--- src/rtl/endpoint_pkg.sv ---
// endpoint_pkg: shared widths, flit header layout, RX buffer entry and FSM
// state types for the node endpoint.
package endpoint_pkg;

  localparam int FLIT_W = 16;
  localparam int ADDR_W = 8;
  localparam int LEN_W  = 8;

  // Header flit: payload length in the upper byte, destination in the lower.
  typedef struct packed {
    logic [LEN_W-1:0]  len;
    logic [ADDR_W-1:0] dest;
  } flit_hdr_t;

  // One RX buffer entry: packet framing tags plus the flit itself.
  typedef struct packed {
    logic              sop;
    logic              eop;
    logic [FLIT_W-1:0] flit;
  } rx_entry_t;

  typedef enum logic [1:0] {IDLE, HEAD, BODY} tx_state_t;

  typedef enum logic [1:0] {RX_HEAD, RX_BODY, RX_DROP} rx_state_t;

endpackage

--- src/rtl/node_endpoint_if.sv ---
// node_endpoint_if: request/payload/delivery streams and the router local
// port of a node endpoint. The endpoint uses the slave modport; the
// environment (driver or router model) uses the master modport.
interface node_endpoint_if;
  import endpoint_pkg::*;

  logic              tx_req_valid;
  logic              tx_req_ready;
  logic [ADDR_W-1:0] tx_req_dest;
  logic [LEN_W-1:0]  tx_req_len;
  logic              tx_data_valid;
  logic              tx_data_ready;
  logic [FLIT_W-1:0] tx_data;
  logic              sending_data;
  logic [FLIT_W-1:0] data_out;
  logic              buffer_full_in;
  logic              receiving_data;
  logic [FLIT_W-1:0] data_in;
  logic              buffer_full_out;
  logic              rx_valid;
  logic              rx_ready;
  logic [FLIT_W-1:0] rx_data;
  logic              rx_sop;
  logic              rx_eop;
  logic              rx_overflow;
  logic [7:0]        rx_drop_cnt;

  modport slave (
    input  tx_req_valid, tx_req_dest, tx_req_len, tx_data_valid, tx_data,
           buffer_full_in, receiving_data, data_in, rx_ready,
    output tx_req_ready, tx_data_ready, sending_data, data_out,
           buffer_full_out, rx_valid, rx_data, rx_sop, rx_eop,
           rx_overflow, rx_drop_cnt
  );

  modport master (
    output tx_req_valid, tx_req_dest, tx_req_len, tx_data_valid, tx_data,
           buffer_full_in, receiving_data, data_in, rx_ready,
    input  tx_req_ready, tx_data_ready, sending_data, data_out,
           buffer_full_out, rx_valid, rx_data, rx_sop, rx_eop,
           rx_overflow, rx_drop_cnt
  );

endinterface

--- src/rtl/endpoint_rx_fifo.sv ---
// endpoint_rx_fifo: RX buffer of DEPTH 18-bit entries (sop, eop, flit).
// A push while full is refused unless a pop happens in the same cycle.
// almost_full is registered and reflects occupancy >= DEPTH-1 after update.
module endpoint_rx_fifo
  import endpoint_pkg::*;
#(
  parameter int DEPTH = 4
) (
  input  logic      clk,
  input  logic      rst,
  input  logic      push,
  input  rx_entry_t push_entry,
  input  logic      pop,
  output rx_entry_t head_entry,
  output logic      empty,
  output logic      overflow,
  output logic      almost_full
);

  localparam int AW = $clog2(DEPTH);
  localparam logic [AW:0] CNT_FULL = (AW+1)'(DEPTH);

  rx_entry_t       mem [DEPTH];
  logic [AW-1:0]   wr_ptr;
  logic [AW-1:0]   rd_ptr;
  logic [AW:0]     count;
  logic [AW:0]     count_nxt;
  logic            push_ok;
  logic            pop_ok;

  assign empty      = (count == '0);
  assign pop_ok     = pop && !empty;
  assign push_ok    = push && ((count != CNT_FULL) || pop_ok);
  assign overflow   = push && !push_ok;
  assign head_entry = mem[rd_ptr];

  // Occupancy after this cycle's push/pop
  always_comb begin
    count_nxt = count;
    case ({push_ok, pop_ok})
      2'b10:   count_nxt = count + 1'b1;
      2'b01:   count_nxt = count - 1'b1;
      default: count_nxt = count;
    endcase
  end

  // Pointers, occupancy and registered near-full flag
  always_ff @(posedge clk or posedge rst) begin
    if (rst) begin
      wr_ptr      <= '0;
      rd_ptr      <= '0;
      count       <= '0;
      almost_full <= 1'b0;
    end else begin
      if (push_ok) wr_ptr <= wr_ptr + 1'b1;
      if (pop_ok)  rd_ptr <= rd_ptr + 1'b1;
      count       <= count_nxt;
      almost_full <= (count_nxt >= CNT_FULL - 1'b1);
    end
  end

  // Entry storage; pointers wrap naturally since DEPTH is a power of 2
  always_ff @(posedge clk) begin
    if (push_ok) mem[wr_ptr] <= push_entry;
  end

endmodule

--- src/rtl/node_endpoint.sv ---
// node_endpoint: packetizes requests into header + payload flits toward the
// router local port and parses incoming flits into a framed RX stream.
// Optional build macro ENDPOINT_ADDR_CHECK_EN: drop received packets whose
// destination differs from {NODE_X[3:0], NODE_Y[3:0]} and count them.
module node_endpoint
  import endpoint_pkg::*;
#(
  parameter int NODE_X   = 0,
  parameter int NODE_Y   = 0,
  parameter int RX_DEPTH = 4
) (
  input logic            clk,
  input logic            rst,
  node_endpoint_if.slave ep
);

  localparam logic [ADDR_W-1:0] LOCAL_ADDR = {4'(NODE_X), 4'(NODE_Y)};

  tx_state_t        tx_state, tx_state_nxt;
  logic [LEN_W-1:0] tx_rem, tx_rem_nxt;
  flit_hdr_t        tx_hdr;
  logic             tx_latch;

  rx_state_t        rx_state, rx_state_nxt;
  logic [LEN_W-1:0] rx_rem, rx_rem_nxt;
  flit_hdr_t        rx_hdr;
  logic             addr_miss;
  logic             push;
  logic             drop_hit;
  logic             fifo_empty;
  logic             fifo_overflow;
  rx_entry_t        push_entry;
  rx_entry_t        head_entry;
  logic [7:0]       drop_cnt;
  logic             overflow_q;

  // TX state and remaining payload count
  always_ff @(posedge clk or posedge rst) begin
    if (rst) begin
      tx_state <= IDLE;
      tx_rem   <= '0;
    end else begin
      tx_state <= tx_state_nxt;
      tx_rem   <= tx_rem_nxt;
    end
  end

  // Capture the accepted request; only read while in HEAD
  always_ff @(posedge clk) begin
    if (tx_latch) tx_hdr <= '{len: ep.tx_req_len, dest: ep.tx_req_dest};
  end

  // TX sequencing: header first, then len payload flits, gated by buffer_full_in
  always_comb begin
    tx_state_nxt     = tx_state;
    tx_rem_nxt       = tx_rem;
    tx_latch         = 1'b0;
    ep.tx_req_ready  = 1'b0;
    ep.tx_data_ready = 1'b0;
    ep.sending_data  = 1'b0;
    ep.data_out      = '0;
    case (tx_state)
      IDLE: begin
        ep.tx_req_ready = 1'b1;
        if (ep.tx_req_valid) begin
          tx_latch     = 1'b1;
          tx_state_nxt = HEAD;
        end
      end
      HEAD: begin
        if (!ep.buffer_full_in) begin
          ep.sending_data = 1'b1;
          ep.data_out     = tx_hdr;
          tx_rem_nxt      = tx_hdr.len;
          tx_state_nxt    = (tx_hdr.len == '0) ? IDLE : BODY;
        end
      end
      BODY: begin
        ep.tx_data_ready = !ep.buffer_full_in;
        if (ep.tx_data_valid && !ep.buffer_full_in) begin
          ep.sending_data = 1'b1;
          ep.data_out     = ep.tx_data;
          tx_rem_nxt      = tx_rem - 1'b1;
          if (tx_rem == 8'd1) tx_state_nxt = IDLE;
        end
      end
      default: tx_state_nxt = IDLE;
    endcase
  end

  assign rx_hdr = ep.data_in;

`ifdef ENDPOINT_ADDR_CHECK_EN
  assign addr_miss = (rx_hdr.dest != LOCAL_ADDR);
`else
  // Address is ignored when checking is compiled out
  logic unused_addr;
  assign unused_addr = ^{LOCAL_ADDR, rx_hdr.dest};
  assign addr_miss   = 1'b0;
`endif

  // RX parse: tag header/last flit, or swallow a misaddressed packet
  always_comb begin
    rx_state_nxt = rx_state;
    rx_rem_nxt   = rx_rem;
    push         = 1'b0;
    drop_hit     = 1'b0;
    push_entry   = '{sop: 1'b0, eop: 1'b0, flit: ep.data_in};
    if (ep.receiving_data) begin
      case (rx_state)
        RX_HEAD: begin
          rx_rem_nxt = rx_hdr.len;
          if (addr_miss) begin
            drop_hit = 1'b1;
            if (rx_hdr.len != '0) rx_state_nxt = RX_DROP;
          end else begin
            push           = 1'b1;
            push_entry.sop = 1'b1;
            push_entry.eop = (rx_hdr.len == '0);
            if (rx_hdr.len != '0) rx_state_nxt = RX_BODY;
          end
        end
        RX_BODY: begin
          push           = 1'b1;
          push_entry.eop = (rx_rem == 8'd1);
          rx_rem_nxt     = rx_rem - 1'b1;
          if (rx_rem == 8'd1) rx_state_nxt = RX_HEAD;
        end
        RX_DROP: begin
          rx_rem_nxt = rx_rem - 1'b1;
          if (rx_rem == 8'd1) rx_state_nxt = RX_HEAD;
        end
        default: rx_state_nxt = RX_HEAD;
      endcase
    end
  end

  // RX parse state, sticky overflow and saturating drop counter
  always_ff @(posedge clk or posedge rst) begin
    if (rst) begin
      rx_state   <= RX_HEAD;
      rx_rem     <= '0;
      drop_cnt   <= '0;
      overflow_q <= 1'b0;
    end else begin
      rx_state <= rx_state_nxt;
      rx_rem   <= rx_rem_nxt;
      if (drop_hit && drop_cnt != 8'hFF) drop_cnt <= drop_cnt + 1'b1;
      if (fifo_overflow) overflow_q <= 1'b1;
    end
  end

  endpoint_rx_fifo #(.DEPTH(RX_DEPTH)) u_rx_fifo (
    .clk         (clk),
    .rst         (rst),
    .push        (push),
    .push_entry  (push_entry),
    .pop         (ep.rx_ready),
    .head_entry  (head_entry),
    .empty       (fifo_empty),
    .overflow    (fifo_overflow),
    .almost_full (ep.buffer_full_out)
  );

  assign ep.rx_valid    = !fifo_empty;
  assign ep.rx_data     = fifo_empty ? '0 : head_entry.flit;
  assign ep.rx_sop      = !fifo_empty && head_entry.sop;
  assign ep.rx_eop      = !fifo_empty && head_entry.eop;
  assign ep.rx_overflow = overflow_q;
  assign ep.rx_drop_cnt = drop_cnt;

endmodule

--- src/flat_wrapper.sv ---
// flat-port wrapper written by rule: the top's interface ports become plain ports
module node_endpoint_flat import endpoint_pkg::*;
#(
  parameter int NODE_X   = 0,
  parameter int NODE_Y   = 0,
  parameter int RX_DEPTH = 4
)
  (clk, rst, ep_tx_req_valid, ep_tx_req_dest, ep_tx_req_len, ep_tx_data_valid, ep_tx_data, ep_buffer_full_in, ep_receiving_data, ep_data_in, ep_rx_ready, ep_tx_req_ready, ep_tx_data_ready, ep_sending_data, ep_data_out, ep_buffer_full_out, ep_rx_valid, ep_rx_data, ep_rx_sop, ep_rx_eop, ep_rx_overflow, ep_rx_drop_cnt);
  node_endpoint_if ep_i ();
  input logic clk;
  input logic rst;
  input wire logic [$bits(ep_i.tx_req_valid)-1:0] ep_tx_req_valid;
  input wire logic [$bits(ep_i.tx_req_dest)-1:0] ep_tx_req_dest;
  input wire logic [$bits(ep_i.tx_req_len)-1:0] ep_tx_req_len;
  input wire logic [$bits(ep_i.tx_data_valid)-1:0] ep_tx_data_valid;
  input wire logic [$bits(ep_i.tx_data)-1:0] ep_tx_data;
  input wire logic [$bits(ep_i.buffer_full_in)-1:0] ep_buffer_full_in;
  input wire logic [$bits(ep_i.receiving_data)-1:0] ep_receiving_data;
  input wire logic [$bits(ep_i.data_in)-1:0] ep_data_in;
  input wire logic [$bits(ep_i.rx_ready)-1:0] ep_rx_ready;
  output wire logic [$bits(ep_i.tx_req_ready)-1:0] ep_tx_req_ready;
  output wire logic [$bits(ep_i.tx_data_ready)-1:0] ep_tx_data_ready;
  output wire logic [$bits(ep_i.sending_data)-1:0] ep_sending_data;
  output wire logic [$bits(ep_i.data_out)-1:0] ep_data_out;
  output wire logic [$bits(ep_i.buffer_full_out)-1:0] ep_buffer_full_out;
  output wire logic [$bits(ep_i.rx_valid)-1:0] ep_rx_valid;
  output wire logic [$bits(ep_i.rx_data)-1:0] ep_rx_data;
  output wire logic [$bits(ep_i.rx_sop)-1:0] ep_rx_sop;
  output wire logic [$bits(ep_i.rx_eop)-1:0] ep_rx_eop;
  output wire logic [$bits(ep_i.rx_overflow)-1:0] ep_rx_overflow;
  output wire logic [$bits(ep_i.rx_drop_cnt)-1:0] ep_rx_drop_cnt;
  assign ep_i.tx_req_valid = ep_tx_req_valid;
  assign ep_i.tx_req_dest = ep_tx_req_dest;
  assign ep_i.tx_req_len = ep_tx_req_len;
  assign ep_i.tx_data_valid = ep_tx_data_valid;
  assign ep_i.tx_data = ep_tx_data;
  assign ep_i.buffer_full_in = ep_buffer_full_in;
  assign ep_i.receiving_data = ep_receiving_data;
  assign ep_i.data_in = ep_data_in;
  assign ep_i.rx_ready = ep_rx_ready;
  assign ep_tx_req_ready = ep_i.tx_req_ready;
  assign ep_tx_data_ready = ep_i.tx_data_ready;
  assign ep_sending_data = ep_i.sending_data;
  assign ep_data_out = ep_i.data_out;
  assign ep_buffer_full_out = ep_i.buffer_full_out;
  assign ep_rx_valid = ep_i.rx_valid;
  assign ep_rx_data = ep_i.rx_data;
  assign ep_rx_sop = ep_i.rx_sop;
  assign ep_rx_eop = ep_i.rx_eop;
  assign ep_rx_overflow = ep_i.rx_overflow;
  assign ep_rx_drop_cnt = ep_i.rx_drop_cnt;
  node_endpoint #(.NODE_X(NODE_X), .NODE_Y(NODE_Y), .RX_DEPTH(RX_DEPTH)) u_core (.clk(clk), .rst(rst), .ep(ep_i));
endmodule
--- config.mk ---
export PLATFORM = sky130hd
export DESIGN_NAME = node_endpoint_flat
export DESIGN_NICKNAME = d
export VERILOG_FILES = /design/src/rtl/endpoint_pkg.sv /design/src/rtl/node_endpoint_if.sv /design/src/rtl/endpoint_rx_fifo.sv /design/src/rtl/node_endpoint.sv /design/src/flat_wrapper.sv
export SDC_FILE = /design/constraint.sdc
export NUM_CORES = 1
export LEC_CHECK = 0
export ABC_CLOCK_PERIOD_IN_PS = 4200
export BUFFER_PORTS_ARGS = -buffer_cell sky130_fd_sc_hd__buf_2
export CAP_MARGIN = 15
export CORE_ASPECT_RATIO = 1.2
export CORE_MARGIN = 2
export CORE_UTILIZATION = 45
export CTS_CLUSTER_DIAMETER = 120
export CTS_CLUSTER_SIZE = 12
export DETAILED_ROUTE_END_ITERATION = 12
export PLACE_DENSITY = 0.67
export SETUP_SLACK_MARGIN = 0.1
export SLEW_MARGIN = 20
export SYNTH_ARGS = -nofsm -noshare
export SYNTH_HDL_FRONTEND = slang
export SYNTH_SLANG_ARGS = --single-unit
--- constraint.sdc ---
create_clock -name clk -period 4.2 [get_ports clk]
set_input_delay 0.84 -clock clk [delete_from_list [all_inputs] [get_ports clk]]
set_output_delay 0.84 -clock clk [all_outputs]
set_load 0.05 [all_outputs]
==> key figures, run 1 <==
Global route
  – Maximum number of pins on one net before global-route repair: 29
  – Wire length of the first global-routing pass: 16,910 µm
  – Peak-usage layer in the global routing report: met2
  – Global route total overflow: 0
  – Met1 GRT Util: 20.49%
  – Global-route usage over all layers: 17.11%
  – Vias in the first global route: 3,498
  – Met2 capacity usage during global routing: 29.01%
  – Initial antenna violation count: 0
  – Met3 GRT Util: 5.338%

Worst setup path
  – Maximum fanout count along the critical path: 18
  – Data arrival, critical path: 2740 ps
  – Master of the slowest instance on the critical path: sky130_fd_sc_hd__ha_1
  – Startpoint class of the critical path: flip-flop
  – Cell seen most often among critical-path stages: sky130_fd_sc_hd__nor2b_1
  – Count of buffering cells on the critical path with inverters included: 2
  – WP data required: 3360 ps
  – Cells along the critical path: inv_1 > ha_1 > nor2b_1 > and2_1 > a22oi_1 > nor2b_1 > buf_2
  – Crit. End Element: output port
  – Largest delay share family, worst path: simple AND/OR/NAND/NOR gates
  – Maximum single-stage delay on the critical path: 550 ps
  – Category of the critical setup timing path: reg -> out

Timing
  – Sum of negative setup slack: 0 ps
  – Clock period minus worst slack: 3581 ps
  – Number of hold-slack violations in the final timing report: 0
  – Tightest hold margin: 451.3 ps
  – Clock tree skew after final layout: 9.908 ps
  – Final max-slew violation count: 0
  – Worst-Margin Slew: 976.5 ps
  – Final number of setup-violating endpoints: 0
  – Slew Limit Headroom: 34.90%
  – RSZ-0062 raised after global routing: false
  – Smallest setup slack after layout: 619.0 ps
  – Final worst path period share: 85.26%
  – Maximum frequency from static timing analysis: 0.2793 GHz

Finish
  – Number of nets in the layout: 547
  – Final instance area: 6502 µm²
  – Most common cell after layout, fill and taps aside: sky130_fd_sc_hd__buf_2
  – Number of diodes added for antenna fixing: 0
  – Count of fill cells added during filler insertion: 964
  – Filler-free cell count of the finished design: 650
  – Commonest cells after routing, fill and taps aside: sky130_fd_sc_hd__buf_2 (94), sky130_fd_sc_hd__edfxtp_1 (88), sky130_fd_sc_hd__dfrtp_1 (28)
  – Layout overhead on the synthesized area: 21.00%
  – Fraction of the core area covered by cells at the end of the flow: 55.95%
  – Layout cell share with drive strength beyond 1: 31.44%

Flow run
  – Max Cap Violations: 0

Yosys
  – Yosys Warn Count: 0
  – Number of enable flip-flop cells after synthesis: 88
  – Mean area per synthesized cell: 13.85 µm²
  – Most used flip-flop cell after synthesis: sky130_fd_sc_hd__edfxtp_1
  – Share of the synthesized area in the top cell type: 49.17%
  – Synth area leader: sky130_fd_sc_hd__edfxtp_1
  – Share of synthesized area occupied by flip-flops and latches: 62.21%
  – Synthesized area: 5374 µm²
  – Count of cell types in the netlist: 50
  – Top post-synthesis cells by area: sky130_fd_sc_hd__edfxtp_1 (49%), sky130_fd_sc_hd__dfrtp_1 (13%), sky130_fd_sc_hd__mux4_2 (7.5%), sky130_fd_sc_hd__and2_1 (2.8%), sky130_fd_sc_hd__ha_1 (2.6%)
  – Flip-flop and latch count after synthesis: 116
  – Count of mapped cells out of synthesis: 388
  – Async set or reset register ratio after synthesis: 24.14%

Clock network
  – Clock root buffer: sky130_fd_sc_hd__clkbuf_16
  – Number of setup buffers added after CTS: 0
  – Cts-stage hold buffer count: 0
  – Clock transition at the register clock pins on the worst setup and hold paths after CTS: 60 ps
  – Worst-Skew Late Latency: 410 ps
  – Number of gates resized after CTS: 0
  – H-tree depth: 4
  – Number of sinks on the clock net: 116
  – CTS buffer count: 17
  – Clock Path Buffers: 2
  – TritonCTS clock tree: built

Pwr
  – Fraction of power consumed by combinational cells: 39.8%
  – Reported leakage power: 2.515 nW
  – Sum of internal, switching and leakage power: 5.286 mW
  – Net switching power of the design: 2.149 mW
  – P per Cell Area: 812.9 nW/µm²
  – Peak supply drop: 387.0 µV
  – Flop pwr share: 34.3%
  – Int Power: 3.137 mW
  – Clock power share: 25.9%
  – Net Sw Frac: 40.66%

Worst hold path
  – Type of the worst min-delay path: reg -> reg

Placement
  – Post-Place Setup Slack: 1050 ps
  – Port Buffer Count: 94
  – HPWL reported at the end of detailed placement: 6979 µm
  – Final GP Congestion: 0.7903
  – Post-detailed-placement cell area: 5929 µm²
  – Cell count after placement: 618

Drt
  – Initial DRT Pass Iterations: 4
  – Initial detailed-routing violation count: 179
  – DRT Wirelength: 10,280 µm
  – Total DRC errors in the routed layout: 0
  – Detailed-route via count: 3,455
  – Final ANT Viol Nets: 0
  – Post-detailed-route via-to-cell ratio: 5.315
  – Drt wl/cell: 15.82 µm

Die
  – Total die area: 12,840 µm²
  – Die width: 103.8 µm
  – Initial Utilization: 46.24%
  – Standard cell core area: 11,620 µm²
  – Overall die height: 123.7 µm
  – Rows: 43
  – Number of primary I/O pins: 103

Outcome
  – Status: finished, final reports clean
-- metal layers --
metal / up-vias / share of wire (%)
met5: - / 0
met4: 0 / 1.7
met3: 14 / 5.9
met2: 128 / 49
met1: 1661 / 43
li1: 1652 / -
-- path summary, 6_finish.rpt --
path | from | to | slack (ps) | cells after the start
max in group asynchronous | rst | u_core.u_rx_fifo.rd_ptr[1] | 3300 | 2
worst min-delay path | u_core.ep.rx_overflow | u_core.ep.rx_overflow | 450 | 1
worst max register to register | u_core.u_rx_fifo.count[0] | u_core.u_rx_fifo.almost_full | 1600 | 7
worst min register to register | u_core.ep.rx_overflow | u_core.ep.rx_overflow | 450 | 1
min in group asynchronous | rst | u_core.tx_state[0] | 500 | 2
worst max-delay path | u_core.tx_state[0] | ep_data_out[13] | 620 | 7
-- synth_stat cells, types with 2 or more instances --
| master | count |
|---|---|
| sky130_fd_sc_hd__nor2_1 | 12 |
| sky130_fd_sc_hd__o22ai_1 | 7 |
| sky130_fd_sc_hd__buf_2 | 8 |
| sky130_fd_sc_hd__a21o_1 | 3 |
| sky130_fd_sc_hd__mux2i_1 | 5 |
| sky130_fd_sc_hd__nor2b_1 | 21 |
| sky130_fd_sc_hd__o21a_1 | 2 |
| sky130_fd_sc_hd__or3b_2 | 2 |
| sky130_fd_sc_hd__a31oi_1 | 4 |
| sky130_fd_sc_hd__or3_1 | 6 |
| sky130_fd_sc_hd__inv_1 | 14 |
| sky130_fd_sc_hd__a22oi_1 | 16 |
| sky130_fd_sc_hd__edfxtp_1 | 88 |
| sky130_fd_sc_hd__and2_1 | 24 |
| sky130_fd_sc_hd__dfrtp_1 | 28 |
| sky130_fd_sc_hd__nand2_1 | 13 |
| sky130_fd_sc_hd__nor4_1 | 4 |
| sky130_fd_sc_hd__mux2_2 | 2 |
| sky130_fd_sc_hd__nand3_1 | 5 |
| sky130_fd_sc_hd__o211ai_1 | 4 |
| sky130_fd_sc_hd__mux4_2 | 18 |
| sky130_fd_sc_hd__a21oi_1 | 17 |
| sky130_fd_sc_hd__xnor2_1 | 4 |
| sky130_fd_sc_hd__o21ai_0 | 14 |
| sky130_fd_sc_hd__ha_1 | 11 |
| sky130_fd_sc_hd__clkbuf_1 | 12 |
| sky130_fd_sc_hd__buf_4 | 8 |
| sky130_fd_sc_hd__a2bb2oi_1 | 4 |
| sky130_fd_sc_hd__nor3_1 | 6 |
| sky130_fd_sc_hd__nand2b_1 | 5 |
| sky130_fd_sc_hd__buf_1 | 2 |
-- power groups by stage --
stage          sequential, mW  clock, mW  combinational, mW
6_report                 1.81       1.37               2.10
4_1_cts                  1.82       1.40               2.13
3_3_place_gp             1.82          0               2.09
3_5_place_dp             1.84          0               2.13
5_1_grt                  1.86       1.45               2.28
2_1_floorplan            1.74          0               1.75
-- cell type report --
cell class / instances / area [µm²] / share of cell area, %
clock buffer: 17 / 425.4 / 6.542
timing repair buffer: 96 / 485.5 / 7.466
multi-input combinational: 235 / 1852 / 28.48
clock inverter: 15 / 147.6 / 2.271
sequential: 116 / 3343 / 51.41
tap: 157 / 196.4 / 3.021
inverter: 14 / 52.55 / 0.8082
-- flip-flops by register name, indices dropped and copies added, names as in the netlist --
name and flops:
u_core.u_rx_fifo.almost_full 1, u_core.ep.rx_overflow 1, u_core.tx_rem 8, u_core.rx_rem 8
u_core.u_rx_fifo.count 3, u_core.u_rx_fifo.rd_ptr 2, u_core.u_rx_fifo.wr_ptr 2, u_core.rx_state 1
u_core.u_rx_fifo.mem 72, u_core.tx_hdr 16, u_core.tx_state 2
-- cell families after synthesis --
| group | count (synthesis) | share of synthesized area (%) |
|---|---|---|
| xor+xnor | 4 | 0.6519 |
| compound gates | 79 | 9.965 |
| mux | 25 | 8.894 |
| buf+inv | 44 | 3.818 |
| other cells | 1 | 0.06978 |
| fa+ha+maj | 12 | 2.934 |
| flops | 116 | 62.21 |
| simple gates | 107 | 11.46 |
No activity file was read; power rests on OpenSTA's default activity.
==> run 2, diff against run 1 <==
- CORE_ASPECT_RATIO: 1.2 -> 1.4
==> key figures, run 2 (same netlist as run 1, synthesis figures left out) <==
Pwr
  – Peak supply drop: 390.5 µV
  – Reported leakage power: 2.507 nW
  – Sum of internal, switching and leakage power: 5.208 mW
  – P per Cell Area: 805.5 nW/µm²

Drt
  – Total met2 wirelength after detailed routing: 5349 µm
  – Total DRC errors in the routed layout: 0
  – Final ANT Viol Nets: 0
  – DRT Wirelength: 10,110 µm
  – WL met3: 587 µm
  – Highest metal used: met4
  – Detailed-route via count: 3,400
  – Detailed-routing wirelength on met1: 4061 µm
  – Initial detailed-routing violation count: 178
  – Post-detailed-route via-to-cell ratio: 5.304
  – Initial DRT Pass Iterations: 4
  – Drt wl/cell: 15.77 µm

Placement
  – Cell count after placement: 609
  – Port Buffer Count: 94
  – HPWL reported at the end of detailed placement: 7089 µm
  – Final GP Congestion: 0.8047

Die
  – Total die area: 12,840 µm²
  – Number of primary I/O pins: 103
  – Initial Utilization: 45.69%
  – Rows: 47
  – Overall die height: 133.3 µm
  – Standard cell core area: 11,760 µm²
  – Die width: 96.36 µm

Timing
  – Clock period minus worst slack: 3558 ps
  – Maximum frequency from static timing analysis: 0.2811 GHz
  – Sum of negative setup slack: 0 ps
  – RSZ-0062 raised after global routing: false
  – Final max-slew violation count: 0
  – Final worst path period share: 84.70%
  – Slew Limit Headroom: 34.20%
  – Clock tree skew after final layout: 6.009 ps
  – Final number of setup-violating endpoints: 0
  – Number of hold-slack violations in the final timing report: 0
  – Worst-Margin Slew: 986.9 ps

Global route
  – Initial antenna violation count: 0
  – Global route total overflow: 0
  – Maximum number of pins on one net before global-route repair: 29
  – Wire length of the first global-routing pass: 16,310 µm
  – Global-route usage over all layers: 16.99%
  – Vias in the first global route: 3,355

Clock network
  – TritonCTS clock tree: built
  – Clock root buffer: sky130_fd_sc_hd__clkbuf_16
  – CTS buffer count: 17
  – Worst-Skew Late Latency: 410 ps
  – Clock Path Buffers: 2
  – Number of setup buffers added after CTS: 0
  – Cts-stage hold buffer count: 0
  – Number of gates resized after CTS: 0
  – H-tree depth: 4
  – Number of sinks on the clock net: 116
  – Clock transition at the register clock pins on the worst setup and hold paths after CTS: 50 ps

Worst setup path
  – Startpoint class of the critical path: flip-flop
  – Crit. End Element: output port
  – Cells along the critical path: inv_1 > ha_1 > nor2b_1 > and2_1 > a22oi_1 > nor2b_1 > buf_2
  – Maximum single-stage delay on the critical path: 560 ps
  – Category of the critical setup timing path: reg -> out
  – Maximum fanout count along the critical path: 18
  – Master of the slowest instance on the critical path: sky130_fd_sc_hd__ha_1
  – Data arrival, critical path: 2720 ps
  – WP data required: 3360 ps
  – Cell seen most often among critical-path stages: sky130_fd_sc_hd__nor2b_1

Finish
  – Layout cell share with drive strength beyond 1: 30.97%
  – Layout overhead on the synthesized area: 20.33%
  – Register bank with the most flops: u_core.u_rx_fifo.mem
  – Commonest cells after routing, fill and taps aside: sky130_fd_sc_hd__buf_2 (94), sky130_fd_sc_hd__edfxtp_1 (88), sky130_fd_sc_hd__dfrtp_1 (28)
  – Filler-free cell count of the finished design: 641
  – Number of flip-flops in the largest register: 72
  – Number of diodes added for antenna fixing: 0
  – Largest registers in the final layout: u_core.u_rx_fifo.mem: 72 flops, u_core.tx_hdr: 16 flops
  – Number of nets in the layout: 548
  – Most common cell after layout, fill and taps aside: sky130_fd_sc_hd__buf_2

Outcome
  – Status: finished, final reports clean

Worst hold path
  – Type of the worst min-delay path: reg -> reg

Flow run
  – Max Cap Violations: 0
==> run 2: path summary, 6_finish.rpt <==
kind | from | endpoint | slack [ps] | cells after the start
setup / recovery | u_core.tx_state[0] | ep_data_out[4] | 640 | 7
hold / removal | u_core.ep.rx_overflow | u_core.ep.rx_overflow | 450 | 1
setup reg to reg | u_core.u_rx_fifo.count[0] | u_core.u_rx_fifo.almost_full | 1660 | 7
hold reg to reg | u_core.ep.rx_overflow | u_core.ep.rx_overflow | 450 | 1
max in group asynchronous | rst | u_core.rx_state[0] | 3310 | 2
min in group asynchronous | rst | u_core.tx_rem[6] | 500 | 2
==> run 2: area by class of cell <==
class / count / area, µm²
Fill cell: 942 / 5295
Clock inverter: 15 / 116.4
Tap cell: 147 / 183.9
Sequential cell: 116 / 3343
Inverter: 14 / 52.55
Multi-Input combinational cell: 235 / 1852
Timing Repair Buffer: 97 / 493.0
Clock buffer: 17 / 425.4
==> run 2: stage by stage <==
stage | setup WS (ps) | hold slack (ps) | util [%] | instance area, µm²
4_1_cts | 608.4 | 462.0 | 54.98 | 6466
5_1_grt | 367.4 | 479.3 | 54.98 | 6466
2_1_floorplan | 276.0 | 493.5 | - | 5400
3_3_place_gp | 1122 | 438.2 | 50.37 | 5924
6_report | 642.4 | 453.7 | 54.98 | 6466
3_5_place_dp | 1075 | 448.9 | 50.37 | 5924
==> run 2: power by group <==
group | leakage [nW] | internal [mW] | switching [mW]
combinational | 1.12 | 0.744 | 1.35
clock | 0.255 | 0.801 | 0.489
sequential | 1.13 | 1.57 | 0.256
==> run 2: metal layers <==
metal	track usage, %	up-vias
met5	0	-
met3	5.995	9
met4	6.416	0
met2	29.17	120
li1	-	1640
met1	19.10	1631
==> run 2: critical path, delay by kind of cell (launching register included) <==
kind,cells,cell delay [ps]
buf+inv,2,360
compound gates,1,130
flops,1,400
simple gates,3,860
fa+ha+maj,1,560
